**src/rtl/menu_ctrl.sv**
```systemverilog
// Menu/mode controller between four push-buttons and the VGA display datapath.
// Each button is optionally inverted, synchronised through two flops and
// debounced; debounced press edges drive a two-state menu FSM. The mode and
// cursor codes seen by the display are refreshed only on frame_start, so the
// picture never changes mid-frame.
//
// Button bit order everywhere: {up, down, left, right} = [3:0].
module menu_ctrl #(
  parameter int DEBOUNCE_CYCLES = 1_000_000,
  parameter int NUM_ITEMS       = 3,
  parameter int BTN_ACTIVE_LOW  = 0
) (
  input  logic       sys_clk,
  input  logic       sys_rst,
  input  logic       button_up_in,
  input  logic       button_down_in,
  input  logic       button_left_in,
  input  logic       button_right_in,
  input  logic       frame_start,
  output logic [1:0] state_output,
  output logic [1:0] cursor_output,
  output logic [3:0] press_evt
);

  // Counter is just wide enough to hold DEBOUNCE_CYCLES-1, so it never wraps.
  localparam int CW = (DEBOUNCE_CYCLES > 1) ? $clog2(DEBOUNCE_CYCLES) : 1;
  localparam logic [CW-1:0] CNT_MAX   = CW'(DEBOUNCE_CYCLES - 1);
  localparam logic [1:0]    LAST_ITEM = 2'(NUM_ITEMS - 1);

  localparam int B_RIGHT = 0;
  localparam int B_LEFT  = 1;
  localparam int B_DOWN  = 2;
  localparam int B_UP    = 3;

  typedef enum logic {
    ST_MENU = 1'b0,
    ST_RUN  = 1'b1
  } state_t;

  logic [3:0]    w_raw;
  logic [3:0]    r_sync1;
  logic [3:0]    r_sync2;
  logic [3:0]    r_stable;
  logic [3:0]    r_stable_q;
  logic [CW-1:0] r_cnt [4];
  logic [3:0]    r_evt;

  state_t        r_state;
  logic [1:0]    r_mode;
  logic [1:0]    r_cursor;
  logic [1:0]    r_disp_mode;
  logic [1:0]    r_disp_cursor;

  // Pressed buttons read as 1 after this point regardless of board polarity.
  assign w_raw = (BTN_ACTIVE_LOW != 0) ?
                 ~{button_up_in, button_down_in, button_left_in, button_right_in} :
                  {button_up_in, button_down_in, button_left_in, button_right_in};

  // Synchronise, debounce and edge-detect all four buttons.
  always_ff @(posedge sys_clk) begin
    if (sys_rst) begin
      r_sync1    <= '0;
      r_sync2    <= '0;
      r_stable   <= '0;
      r_stable_q <= '0;
      r_evt      <= '0;
      for (int i = 0; i < 4; i++) r_cnt[i] <= '0;
    end else begin
      r_sync1    <= w_raw;
      r_sync2    <= r_sync1;
      r_stable_q <= r_stable;
      // Only a released->pressed transition of the accepted level is an event.
      r_evt      <= r_stable & ~r_stable_q;
      for (int i = 0; i < 4; i++) begin
        if (r_sync2[i] == r_stable[i]) begin
          r_cnt[i] <= '0;
        end else if (r_cnt[i] == CNT_MAX) begin
          r_stable[i] <= r_sync2[i];
          r_cnt[i]    <= '0;
        end else begin
          r_cnt[i] <= r_cnt[i] + 1'b1;
        end
      end
    end
  end

  // Menu FSM: one event per cycle, priority right > left > up > down.
  always_ff @(posedge sys_clk) begin
    if (sys_rst) begin
      r_state  <= ST_MENU;
      r_mode   <= 2'd0;
      r_cursor <= 2'd0;
    end else begin
      case (r_state)
        ST_MENU: begin
          if (r_evt[B_RIGHT]) begin
            r_state <= ST_RUN;
            r_mode  <= r_cursor + 2'd1;
          end else if (r_evt[B_LEFT]) begin
            // Back has no meaning in the menu; it still masks up/down.
            r_state <= ST_MENU;
          end else if (r_evt[B_UP]) begin
            r_cursor <= (r_cursor == 2'd0) ? LAST_ITEM : r_cursor - 2'd1;
          end else if (r_evt[B_DOWN]) begin
            r_cursor <= (r_cursor == LAST_ITEM) ? 2'd0 : r_cursor + 2'd1;
          end
        end
        ST_RUN: begin
          // A right press outranks left even though it is ignored here.
          if (!r_evt[B_RIGHT] && r_evt[B_LEFT]) begin
            r_state <= ST_MENU;
            r_mode  <= 2'd0;
          end
        end
        default: begin
          r_state <= ST_MENU;
          r_mode  <= 2'd0;
        end
      endcase
    end
  end

  // Display copy follows the internal codes only at a frame boundary.
  always_ff @(posedge sys_clk) begin
    if (sys_rst) begin
      r_disp_mode   <= 2'd0;
      r_disp_cursor <= 2'd0;
    end else if (frame_start) begin
      r_disp_mode   <= r_mode;
      r_disp_cursor <= r_cursor;
    end
  end

  assign state_output  = r_disp_mode;
  assign cursor_output = r_disp_cursor;
  assign press_evt     = r_evt;

endmodule

```
**config.mk**
```make
export PLATFORM = sky130hd
export DESIGN_NAME = menu_ctrl
export DESIGN_NICKNAME = d
export VERILOG_FILES = /design/src/rtl/menu_ctrl.sv
export SDC_FILE = /design/constraint.sdc
export NUM_CORES = 1
export LEC_CHECK = 0
export CORE_ASPECT_RATIO = 0.8
export CORE_UTILIZATION = 30
export DETAILED_ROUTE_END_ITERATION = 8
export SYNTH_ARGS = -nofsm -noshare
export SYNTH_HDL_FRONTEND = slang
export SYNTH_SLANG_ARGS = --single-unit
```
**constraint.sdc**
```tcl
create_clock -name sys_clk -period 1.95 [get_ports sys_clk]
set_input_delay 0.2925 -clock sys_clk [delete_from_list [all_inputs] [get_ports sys_clk]]
set_output_delay 0.2925 -clock sys_clk [all_outputs]
set_load 0.005 [all_outputs]
```
==> results.txt, run 1 <==
Status = finished with violations
Failing checks = negative setup slack
EDFF count, synth = 80
Number of global-route vias before repair = 3995
Layout cells sized above 1 = 17.5%
Clock-pin slew on the worst setup and hold paths = 0.07 ns
GP Congestion = 0.794
Final max-slew violation count = 0
Post-Place Worst Slack = -0.129 ns
F_max = 0.471 GHz
VDD IR max = 378 uV
Hold Path Stages = 1
Synth area leader = edfxtp_1
Fin crit period = 2.12 ns
Sequential area share after synthesis = 54.3%
HPWL Detailed = 7700 um
#FFs+latches synth = 109
Max-Cap Viols = 0
Fraction of synthesized area in multiplexers = 0.912%
Clock Latency Late Sink = 0.35 ns
Synth Area in Adders = 1.60%
WL final = 10500 um
Synth Area in Compound Gates = 7.06%
Most frequent cells in the layout = 80 x edfxtp_1, 80 x conb_1, 65 x nor2_1, 56 x buf_4, 33 x xnor2_1
TritonCTS Buffers = 9
Simple-Gate Fraction of Synth Area = 24.0%
Nets = 688
Pwr per Cell Area = 701 mW/mm^2
Setup Skew = 0.00853 ns
Period Utilization, post-route = 109%
Vias = 4105
Root Buffer Master = clkbuf_16
Static Leak = 2.52 nW
IO Count = 15
Largest cells by area after synthesis = edfxtp_1 44%, dfxtp_1 11%, xnor2_1 5.3%
Drt first pass iters = 4
Final setup fails = 61
CTS max path bufs = 2
Largest net degree at the start of global routing = 32
Hold_buf cts = 0
XOR/XNOR Fraction of Synth Area = 8.93%
Mapped cell area = 0.00549 sq mm
Setup_tns = -6.19 ns
Global-route wire length before repair = 18200 um
Yosys top cell area share = 43.8%
Worst Hold Class = reg -> reg
Sink Count = 109
Worst setup path class = reg -> reg
Final hold slack = 0.386 ns
Starting Density = 31.2%
Final WS setup = -0.173 ns
Reg2Reg Depth = 5
Cells after Synth = 523
Core box area = 0.0176 sq mm
DR WL/cell = 11.6 um
Largest family of logic cells by synthesized area = simple AND/OR/NAND/NOR gates
Die area = 0.0188 sq mm
Drt drc = 0
Data required, critical path = 2.06 ns
N_diodes = 0
RSZ-0062 raised after global routing = yes
Netlist cell types = 47
Startpoint types = flop
1st-iter DRT viols = 217
Post-Synthesis Mean Instance Area = 10.5 sq um
Crit path max fanout = 7
Critical path arrival = 2.24 ns
Fillers = 1668
GRT Residual Overflow = 0
Total track usage = 12.0%
Post-synth ARST share = 0%
Ys flop type = edfxtp_1
Initial antenna violation count = 0
Syn. warnings = 0
TritonCTS clock tree = yes
Die H = 123 um
Vias per inst = 4.54
Crit end category = flop
Number of H-tree levels = 3
Post-route ant nets = 0
Hold Violations, Final = 0
IO Port Bufs = 14
Die Width = 153 um
Rows = 43
Syn-to-layout area delta = 30.4%
==> report_power, final <==
group | switching (W) | internal, W | total (W)
logic | 0.000150 | 0.000140 | 0.000290
registers | 0.0000618 | 0.00256 | 0.00262
clock network | 0.000838 | 0.00127 | 0.00210
==> worst max-delay path, cell delays in order, from the launching register on <==
cell and delay [ns]:
edfxtp_1 0.38, or4_1 0.55, or4_4 0.45, o21ai_4 0.25, clkbuf_16 0.21, nor2_1 0.04
==> synth_stat cells, types with 2 or more instances <==
library cell,count
a211oi_1,3
a21oi_1,23
and2_1,2
and3_1,4
and4_1,9
buf_2,2
clkbuf_1,13
dfxtp_1,29
edfxtp_1,80
ha_1,7
inv_1,23
mux2i_1,5
nand2_1,20
nand3_1,27
nand4_1,19
nand4b_1,2
nand4bb_1,2
nor2_1,75
nor2b_1,19
nor3_1,18
nor4_1,6
nor4b_1,3
o21a_1,3
o21ai_0,11
o21ai_1,2
o21ai_4,2
o21ba_2,3
o31ai_1,10
or2_2,3
or3_1,9
or3b_2,2
or4_1,17
or4_4,2
xnor2_1,33
xor2_1,23
==> per-stage QoR <==
stage                     cells  utilization, %  cell area (sq um)  power, W
final                       904            40.7               7160   0.00502
after global routing        904            40.7               7160   0.00520
after CTS                   899            40.2               7060   0.00506
after detailed placement    880            37.8               6650   0.00294
after global placement      880            37.8               6650   0.00293
after floorplan             602               -               5850   0.00283
==> worst paths after layout <==
path | from | slack, ns | endpoint
setup reg to reg | r_cnt[3][11] | -0.17 | r_cnt[3][0]
hold / removal | r_stable_q[3] | 0.39 | press_evt[3]
hold reg to reg | r_stable_q[3] | 0.39 | press_evt[3]
setup / recovery | r_cnt[3][11] | -0.17 | r_cnt[3][0]
==> cell type report <==
cell class	count	area [sq um]	share of cell area [%]
Tap cell	225	282	3.93
Inverter	23	86.3	1.21
Clock inverter	3	43.8	0.612
Multi-Input combinational cell	452	2740	38.3
Timing Repair Buffer	79	711	9.92
Sequential cell	109	2980	41.7
Clock buffer	13	314	4.39
==> timing repair <==
| item | in CTS | in global routing |
|---|---|---|
| pin swaps | 8 | 7 |
| endpoints found under the setup margin | 60 | 61 |
| gates resized for setup | 10 | 13 |
| buffers inserted | 3 | 4 |
| cloned | 0 | 1 |
| endpoints found under the hold margin | 0 | 0 |
==> per-layer routing <==
layer,up-vias,share of wire [%],track usage [%]
li1,2124,-,-
met1,1920,50,15.4
met2,49,45,19.8
met3,12,3.2,3.01
met4,0,1.5,4.48
met5,-,0,0
==> kinds of logic after synthesis <==
family,count (synthesis)
xor gates and xnor gates,56
other,1
AOI/OAI and AO/OA,60
buffers and inverters,41
and+or+nand+nor,244
muxes,5
adders and majority gates,7
DFF,109
==> state kept, by name, summed over array words and instances, names as in the netlist <==
signal         count
state_output       2
r_stable_q         4
r_cursor           2
r_sync2            4
r_state            1
r_mode             2
cursor_output      2
r_stable           4
press_evt          4
r_sync1            4
r_cnt             80
No activity file was read; power rests on OpenSTA's default activity.
==> inputs of run 2 (changes only) <==
- GPL_TIMING_DRIVEN: default -> 1
==> results of run 2 <==
The final DEF is identical to that of run 1; final timing and power are the same.
